<file path="src/rtl/doraemon_pkg.sv">
// Shared types and constants for the doraemon transmitter.
// Holds the record and weight structs, the FSM state enum and the LFSR
// seed/tap constants used when the pacing gap generator is built in.
package doraemon_pkg;

  typedef struct packed {
    logic [4:0] id;
    logic [7:0] size;
    logic [7:0] iq;
    logic [7:0] eq;
  } rec_t;

  typedef struct packed {
    logic [2:0] size_w;
    logic [2:0] iq_w;
    logic [2:0] eq_w;
  } weights_t;

  typedef enum logic [1:0] {
    ST_IDLE = 2'd0,
    ST_SEND = 2'd1,
    ST_FIN  = 2'd2
  } state_t;

  // Seed and taps (8,6,5,4 -> bits 7,5,4,3) of the 8-bit Fibonacci LFSR.
  localparam logic [7:0] LFSR_SEED = 8'hA5;
  localparam logic [7:0] LFSR_TAPS = 8'b1011_1000;

  // Shift left and feed the XOR of the tapped bits into bit 0.
  function automatic logic [7:0] lfsr_next(input logic [7:0] cur);
    return {cur[6:0], ^(cur & LFSR_TAPS)};
  endfunction

endpackage

</file>
<file path="src/rtl/doraemon_tx_fifo.sv">
// tx_fifo: synchronous DEPTH-entry skid FIFO for doraemon records.
// Pointers carry one extra wrap bit so full and empty are told apart
// without a separate occupancy counter. A push into a full FIFO is
// refused even if a pop happens in the same cycle, and a record pushed
// into an empty FIFO only becomes visible at the head on the next cycle.
module tx_fifo
  import doraemon_pkg::*;
#(
  parameter int DEPTH = 4
) (
  input  logic clk,
  input  logic rst,
  input  logic push,
  input  rec_t push_data,
  input  logic pop,
  output rec_t pop_data,
  output logic full,
  output logic empty
);

  localparam int AW = $clog2(DEPTH);
  localparam logic [AW:0] PTR_ONE = {{AW{1'b0}}, 1'b1};

  rec_t        r_mem [DEPTH];
  logic [AW:0] r_wr_ptr;
  logic [AW:0] r_rd_ptr;
  logic        w_push_ok;
  logic        w_pop_ok;

  assign empty     = (r_wr_ptr == r_rd_ptr);
  assign full      = (r_wr_ptr[AW] != r_rd_ptr[AW]) &&
                     (r_wr_ptr[AW-1:0] == r_rd_ptr[AW-1:0]);
  assign w_push_ok = push & ~full;
  assign w_pop_ok  = pop & ~empty;
  assign pop_data  = r_mem[r_rd_ptr[AW-1:0]];

  // Pointer update; reset flushes the FIFO by realigning both pointers.
  always_ff @(posedge clk or posedge rst) begin
    if (rst) begin
      r_wr_ptr <= '0;
      r_rd_ptr <= '0;
    end else begin
      if (w_push_ok) r_wr_ptr <= r_wr_ptr + PTR_ONE;
      if (w_pop_ok)  r_rd_ptr <= r_rd_ptr + PTR_ONE;
    end
  end

  // Storage write; contents need no reset because the pointers gate visibility.
  always_ff @(posedge clk) begin
    if (w_push_ok) r_mem[r_wr_ptr[AW-1:0]] <= push_data;
  end

endmodule

</file>
<file path="src/rtl/doraemon_tx.sv">
// doraemon_tx: streams exactly TOTAL records per frame from a skid FIFO
// onto the scorer input bus, honouring the scorer's registered ready.
// Optional macro DORAEMON_TX_GAP_EN adds an LFSR that inserts
// pseudo-random idle cycles on the bus; without it gap_ok is constant 1.
module doraemon_tx
  import doraemon_pkg::*;
#(
  parameter int TOTAL = 6000,
  parameter int DEPTH = 4,
  parameter int CW    = 13
) (
  input  logic          clk1,
  input  logic          rst,
  input  logic          start,
  input  logic [2:0]    cfg_size_w,
  input  logic [2:0]    cfg_iq_w,
  input  logic [2:0]    cfg_eq_w,
  input  logic          rec_valid,
  output logic          rec_ready,
  input  logic [4:0]    rec_id,
  input  logic [7:0]    rec_size,
  input  logic [7:0]    rec_iq,
  input  logic [7:0]    rec_eq,
  input  logic          ready,
  output logic          in_valid,
  output logic [4:0]    doraemon_id,
  output logic [7:0]    size,
  output logic [7:0]    iq_score,
  output logic [7:0]    eq_score,
  output logic [2:0]    size_weight,
  output logic [2:0]    iq_weight,
  output logic [2:0]    eq_weight,
  output logic          busy,
  output logic          done,
  output logic [CW-1:0] sent_cnt
);

  localparam logic [CW:0]   TOTAL_W = (CW + 1)'(TOTAL);
  localparam logic [CW-1:0] CNT_ONE = {{(CW - 1){1'b0}}, 1'b1};

  state_t        r_state;
  state_t        w_state_nxt;
  weights_t      r_wts;
  rec_t          r_bus;
  rec_t          w_head;
  rec_t          w_in_rec;
  logic          r_in_valid;
  logic [CW-1:0] r_sent_cnt;
  logic          w_full;
  logic          w_empty;
  logic          w_start_acc;
  logic          w_below;
  logic          w_gap_ok;
  logic          w_pop;

  assign w_in_rec    = {rec_id, rec_size, rec_iq, rec_eq};
  assign w_start_acc = (r_state == ST_IDLE) & start;

  // The record already on the bus counts as sent when deciding whether another may follow.
  assign w_below = ({1'b0, r_sent_cnt} + {{CW{1'b0}}, r_in_valid}) < TOTAL_W;
  assign w_pop   = (r_state == ST_SEND) & ready & ~w_empty & w_below & w_gap_ok;

  tx_fifo #(
    .DEPTH(DEPTH)
  ) u_fifo (
    .clk      (clk1),
    .rst      (rst),
    .push     (rec_valid),
    .push_data(w_in_rec),
    .pop      (w_pop),
    .pop_data (w_head),
    .full     (w_full),
    .empty    (w_empty)
  );

  assign rec_ready = ~w_full;

`ifdef DORAEMON_TX_GAP_EN
  logic [7:0] r_lfsr;

  // Pacing LFSR: reseeded for each frame and stepped once per SEND cycle.
  always_ff @(posedge clk1 or posedge rst) begin
    if (rst) begin
      r_lfsr <= LFSR_SEED;
    end else if (w_start_acc) begin
      r_lfsr <= LFSR_SEED;
    end else if (r_state == ST_SEND) begin
      r_lfsr <= lfsr_next(r_lfsr);
    end
  end

  assign w_gap_ok = ~r_lfsr[0];
`else
  assign w_gap_ok = 1'b1;
`endif

  // FSM state register.
  always_ff @(posedge clk1 or posedge rst) begin
    if (rst) r_state <= ST_IDLE;
    else     r_state <= w_state_nxt;
  end

  // Next-state logic plus busy/done, which follow directly from the state.
  always_comb begin
    w_state_nxt = r_state;
    busy        = 1'b0;
    done        = 1'b0;
    case (r_state)
      ST_IDLE: begin
        if (start) w_state_nxt = ST_SEND;
      end
      ST_SEND: begin
        busy = 1'b1;
        if (({1'b0, r_sent_cnt} == TOTAL_W) && !r_in_valid) w_state_nxt = ST_FIN;
      end
      ST_FIN: begin
        busy        = 1'b1;
        done        = 1'b1;
        w_state_nxt = ST_IDLE;
      end
      default: w_state_nxt = ST_IDLE;
    endcase
  end

  // Weights are captured only when a start is accepted and held across the frame.
  always_ff @(posedge clk1 or posedge rst) begin
    if (rst)              r_wts <= '0;
    else if (w_start_acc) r_wts <= '{size_w: cfg_size_w, iq_w: cfg_iq_w, eq_w: cfg_eq_w};
  end

  // Output bus register: a pop places the head record on the bus, otherwise the fields go to zero.
  always_ff @(posedge clk1 or posedge rst) begin
    if (rst) begin
      r_in_valid <= 1'b0;
      r_bus      <= '0;
    end else begin
      r_in_valid <= w_pop;
      r_bus      <= w_pop ? w_head : '0;
    end
  end

  // Sent counter: cleared by an accepted start, counts every cycle the bus is valid.
  always_ff @(posedge clk1 or posedge rst) begin
    if (rst)              r_sent_cnt <= '0;
    else if (w_start_acc) r_sent_cnt <= '0;
    else if (r_in_valid)  r_sent_cnt <= r_sent_cnt + CNT_ONE;
  end

  assign in_valid    = r_in_valid;
  assign doraemon_id = r_bus.id;
  assign size        = r_bus.size;
  assign iq_score    = r_bus.iq;
  assign eq_score    = r_bus.eq;
  assign size_weight = r_wts.size_w;
  assign iq_weight   = r_wts.iq_w;
  assign eq_weight   = r_wts.eq_w;
  assign sent_cnt    = r_sent_cnt;

endmodule
</file>
<file path="config.mk">
export PLATFORM = sky130hd
export DESIGN_NAME = doraemon_tx
export DESIGN_NICKNAME = d
export VERILOG_FILES = /design/src/rtl/doraemon_pkg.sv /design/src/rtl/doraemon_tx_fifo.sv /design/src/rtl/doraemon_tx.sv
export SDC_FILE = /design/constraint.sdc
export NUM_CORES = 1
export LEC_CHECK = 0
export ABC_AREA = 0
export CAP_MARGIN = 30
export CORE_ASPECT_RATIO = 1.75
export CORE_MARGIN = 2
export CORE_UTILIZATION = 38
export DETAILED_ROUTE_END_ITERATION = 10
export GPL_TIMING_DRIVEN = 1
export PLACE_DENSITY = 0.64
export SETUP_SLACK_MARGIN = 0.15
export SYNTH_ARGS = -nofsm -noshare
export SYNTH_HDL_FRONTEND = slang
export SYNTH_SLANG_ARGS = --single-unit
</file>
<file path="constraint.sdc">
create_clock -name clk1 -period 2 [get_ports clk1]
set_input_delay 0.2 -clock clk1 [delete_from_list [all_inputs] [get_ports clk1]]
set_output_delay 0.2 -clock clk1 [all_outputs]
set_load 0.01 [all_outputs]
</file>
==> out/qor.yml, run 1 <==
clockBufferDepth: 2
grt_pass1_vias: 3910
hp-class: "input pin to asynchronous set/reset pin"
endpoint_kind: "output port"
finalHoldViolCount: 0
power.density_mw_per_mm2: 1440
critPathMaxStageDelay_ns: 0.40
grt_usage_pct: 14.4
initial_utilization_pct: 38.6
synthesis.area_mm2: 0.00671
routed_wl_um: 13100
yosysTopAreaCell: "edfxtp_1"
drc: 0
drt-initial-drc-count: 135
endpoint: "rec_ready"
combPwrFrac_pct: 32.7
synth_nets: 413
r2r_end: "u_fifo.r_rd_ptr[1]"
synth.avg_cell_area_um2: 18.8
io_pins: 98
crit_chain: "xor2_1, nand2_2, dlygate4sd2_1"
grt_max_degree: 61
viasPerCell: 4.81
min_period_ns: 1.85
dr_total_vias: 3503
clock_skew_ns: 0.00785
antenna_cells: 0
die-area_mm2: 0.0188
die_w_um: 104
p_leak_nw: 3.26
core_mm2: 0.0174
htreeDepth: 4
critPathKind: "register to output port"
hpwl_um: 8330
slew_headroom_pct: 68.2
worstMarginPinSlew_ns: 0.478
p_sw_mw: 3.65
worstRegToRegCells: 5
setup.worst_path.start: "u_fifo.r_wr_ptr[2]"
rsz0062_at_grt: "true"
synthCells: 358
peakVddDrop_v: 0.000540
synth-edff-count: 116
final_cells: 729
slowest_stage: "dfrtp_1"
cpLargestDelayFamily: "flip-flops"
min_period_over_period_pct: 92.4
fin_nets: 540
setup-tns-final_ns: 0
clk_pin_slew_ns: 0.06
yosysWarnings: 0
overflow: 0
ys.flop_type: "edfxtp_1"
rr_startpoint: "sent_cnt[6]"
wl_per_cell_um: 17.9
crit_path_max_fanout: 6
yosysTopAreaCellShare_pct: 51.9
cts_made_buffers: 17
ant_nets: 0
drv_slew: 0
synth-async-reset-ratio_pct: 34.1
io_buffer_count: 97
synth.most_common_cell: "edfxtp_1"
maxCapViolations: 0
crit_path_start_kind: "register"
internal_power_mw: 9.04
finalSetupViolations: 0
fmax_mhz: 541
synth_cell_type_count: 35
ys_seq_area_share_pct: 74.2
synthTopCellsByArea: "edfxtp_1 52%, dfrtp_1 22%, mux4_2 9.7%"
worstPathRequired_ns: 1.80
num_rows: 64
cts_tree: "built"
cp_num_cells: 3
cts_root_buf: "clkbuf_16"
first_pass_iters: 6
power.share.clock_pct: 25.1
status: "finished clean"
rrSetupSlack_ns: 0.22
p_sw_share_pct: 28.7
path_buf_inv: 1
arrival_ns: 1.65
die_y_um: 180
yosys-top-cells-count: "116 x edfxtp_1, 60 x dfrtp_1, 30 x nor2b_1"
place_inst: 695
grt_first_pass_wirelength_um: 20500
gp_congestion: 0.819
area_growth_pct: 31.2
sequentialPowerShare_pct: 42.2
ys_ff_latch: 176
drive_gt1_share_pct: 22.9
clock_sinks: 176
worstSkewPairLatency_ns: 0.42
antenna_found_initial: 0
[state kept, by name, indices dropped and copies added, names as in the netlist, 5 cells and up]
register / flops
u_fifo.r_mem: 116
iq_score: 8
eq_score: 8
doraemon_id: 5
size: 8
sent_cnt: 13
[how the worst min path moves through the flow]
stage	end	slack, ns	startpoint
floorplan	u_fifo.r_mem[0][0]	0.30	rec_eq[0]
global route	eq_score[6]	0.20	rst
CTS	eq_score[3]	0.16	rst
detailed placement	u_fifo.r_wr_ptr[2]	0.49	u_fifo.r_wr_ptr[2]
finish	eq_score[2]	0.17	rst
global placement	u_fifo.r_wr_ptr[2]	0.48	u_fifo.r_wr_ptr[2]
[what timing repair did]
item / CTS / global route
setup endpoints to repair: 34 / 113
resized for setup: 4 / 11
pin swaps: 2 / 1
hold buffers: 0 / 0
setup buffers: 2 / 0
[power groups by stage]
stage	clock [mW]	combinational, mW	sequential [mW]
2_1_floorplan	0	2.12	5.54
3_5_place_dp	0	4.13	5.42
5_1_grt	3.40	4.48	5.45
6_report	3.19	4.15	5.35
4_1_cts	3.28	4.16	5.35
3_3_place_gp	0	4.08	5.38
[placed cells by master (no fill, tap or decap), drive strengths merged]
cell type,instances
a21o,1
a21oi,4
and2,2
and3,5
buf,23
bufinv,2
clkbuf,18
clkdlybuf4s50,94
clkinv,7
clkinvlp,3
dfrtp,60
dlygate4sd2,2
dlymetal6s2s,1
edfxtp,116
ha,12
inv,13
mux2,13
mux2i,1
mux4,29
nand2,5
nand3,3
nand4,5
nor2,19
nor2b,30
nor3,1
nor3b,1
nor4,2
nor4b,1
nor4bb,1
o21ai,2
o311ai,1
or3,2
or4,1
xnor2,8
xor2,10
[logic make-up after synthesis]
| family | after synthesis | share of synthesized area (%) |
|---|---|---|
| mux | 43 | 12.1 |
| compound gates | 8 | 0.745 |
| buf+inv | 23 | 1.49 |
| simple gates | 78 | 6.88 |
| xor+xnor | 18 | 2.35 |
| flops | 176 | 74.2 |
| fa+ha+maj | 12 | 2.24 |
[area by class of cell]
class	instances	area, um2
Clock buffer	18	429
Clock inverter	14	141
Fill cell	1461	8570
Inverter	11	41.3
Multi-Input combinational cell	159	1690
Sequential cell	176	4990
Tap cell	231	289
Timing Repair Buffer	120	1230
[tightest hold or removal path, cell delays in order]
cell and delay (ns):
clkdlybuf4s50_1 0.42, inv_2 0.07, buf_12 0.30
[through the flow]
step                power (mW)  setup slack (ns)  utilization [%]  instance area [um2]  hold slack (ns)
floorplan                 7.66             0.193                -                 6730            0.299
global placement          9.46             0.177             47.0                 8170            0.477
detailed placement        9.55             0.101             47.0                 8170            0.491
CTS                       12.8             0.144             50.4                 8760            0.163
global route              13.3            0.0599             50.7                 8810            0.199
finish                    12.7             0.151             50.7                 8810            0.167
[per-layer routing]
layer / vias up / wire length [um] / track usage, %
met3: 20 / 490 / 3.30
met4: 0 / 300 / 7.03
li1: 1596 / - / -
met2: 85 / 7210 / 26.2
met1: 1802 / 5060 / 15.7
met5: - / 0 / 0
Note: power is estimated with default switching activity, not from simulation.
==> run 2, diff against run 1 <==
- CELL_PAD_IN_SITES_DETAIL_PLACEMENT: default -> 1
- CELL_PAD_IN_SITES_GLOBAL_PLACEMENT: default -> 2
- CORE_UTILIZATION: 38 -> 36
- PLACE_DENSITY: 0.64 -> 0.77
- TNS_END_PERCENT: default -> 50
==> out/qor.yml, run 2 (same netlist as run 1, synthesis figures left out) <==
finalHoldViolCount: 0
peakVddDrop_v: 0.000602
grt_usage_pct: 15.1
worstPathRequired_ns: 1.80
clk_pin_slew_ns: 0.08
cts_tree: "built"
worstRegToRegCells: 5
die_y_um: 185
grt_first_pass_wirelength_um: 22000
drc: 0
clock_sinks: 176
pre_cts_ws_ns: 0.0506
rsz0062_at_grt: "true"
final_core_util_pct: 48.1
grt_max_degree: 32
hp-class: "input pin to asynchronous set/reset pin"
grt_pass1_vias: 3892
p_leak_nw: 3.27
ant_nets: 0
gp_congestion: 0.742
fin_area_mm2: 0.00885
cts_root_buf: "clkbuf_16"
critPathKind: "register to output port"
drv_slew: 0
p_sw_share_pct: 30.3
finalSetupViolations: 0
postPlaceCellArea_mm2: 0.00812
area_growth_pct: 31.8
antenna_found_initial: 0
initial_utilization_pct: 36.5
io_buffer_count: 97
final_common_cell: "edfxtp_1"
dr_total_vias: 3536
combPwrFrac_pct: 32.6
die-area_mm2: 0.0198
fmax_mhz: 549
crit_path_start_kind: "register"
largest_reg_flops: 116
power.share.clock_pct: 24.8
wl_per_cell_um: 19.0
internal_power_mw: 8.85
min_period_ns: 1.82
min_period_over_period_pct: 91.1
die_w_um: 107
cts_made_buffers: 17
endpoint_kind: "output port"
place_inst: 702
first_pass_iters: 4
worstSkewPairLatency_ns: 0.43
p_total_mw: 12.7
routed_wl_um: 14200
htreeDepth: 4
setup_ws_ns: 0.177
slew_headroom_pct: 67.9
overflow: 0
clockBufferDepth: 2
crit_path_max_fanout: 3
status: "finished clean"
maxCapViolations: 0
num_rows: 66
final_cells: 744
io_pins: 98
clock_skew_ns: 0.0113
sequentialPowerShare_pct: 42.5
viasPerCell: 4.75
antenna_cells: 0
worstMarginPinSlew_ns: 0.481
hpwl_um: 9420
drt-initial-drc-count: 115
p_sw_mw: 3.85
fin_nets: 548
most-common-layout-cells: "116 x edfxtp_1, 95 x clkdlybuf4s50_1, 51 x dfrtp_1"
core_mm2: 0.0184
power.density_mw_per_mm2: 1440
cts_hold_buf: 0
arrival_ns: 1.62
drive_gt1_share_pct: 26.3
## run 2: changes by cell type in the layout (fill, tap and decap cells not counted), moves of 2 or more
cell        previous run  this run
inv_6                  2         4
clkinv_2               4         0
clkinvlp_4             3         0
inv_8                  0         3
buf_12                 6         2
bufinv_16              2         0
dfrtp_1               55        51
clkinv_4               2         6
buf_4                 14        27
dfrtp_2                5         9
## run 2: timing repair
action / 4_1_cts / 5_1_grt
hold endpoints to repair: 0 / 0
setup endpoints to repair: 26 / 73
pin swaps: 1 / 10
buffers inserted: 2 / 8
resized for setup: 5 / 22
## run 2: final timing paths
kind                                    start                  to  slack (ns)
max                                r_state[0]                done        0.18
max reg2reg                u_fifo.r_wr_ptr[2]  u_fifo.r_rd_ptr[1]        0.21
max in group asynchronous                 rst         sent_cnt[0]        1.34
min reg2reg                      eq_weight[1]        eq_weight[1]        0.51
min                                       rst        iq_weight[0]        0.11
min in group clk1                 cfg_eq_w[0]        eq_weight[0]        0.39
## run 2: power by group through the flow
stage | clock (mW) | sequential, mW | combinational, mW
global placement | 0 | 5.38 | 4.04
global route | 3.38 | 5.51 | 4.53
floorplan | 0 | 5.54 | 2.10
CTS | 3.23 | 5.39 | 4.15
detailed placement | 0 | 5.46 | 4.11
finish | 3.15 | 5.40 | 4.15
## run 2: layout make-up
type,instances,area [um2]
inverter,11,41.3
sequential,176,5000
clock buffer,17,425
multi-input combinational,159,1710
timing repair buffer,128,1230
tap,238,298
clock inverter,15,144
fill,1758,9570
## run 2: metrics by stage
stage,setup TNS (ns),hold WS (ns)
finish,0,0.111
global route,0,0.118
CTS,0,0.106
detailed placement,0,0.483
global placement,0,0.473
floorplan,-1.41,0.299
## run 2: routing by layer
| metal | vias to the layer above | wire [um] | part of all wire, % | GRT usage (%) |
|---|---|---|---|---|
| met5 | - | 0 | 0 | 0 |
| met4 | 0 | 244 | 1.7 | 6.08 |
| met3 | 16 | 370 | 2.6 | 2.83 |
| met2 | 71 | 7990 | 56 | 27.6 |
| met1 | 1841 | 5560 | 39 | 17.1 |
| li1 | 1608 | - | - | - |
## run 2: critical path, cell delays in order, from the launching register on
cell and delay [ns]:
dfrtp_1 0.39, inv_1 0.12, ha_1 0.17, clkdlybuf4s50_1 0.53
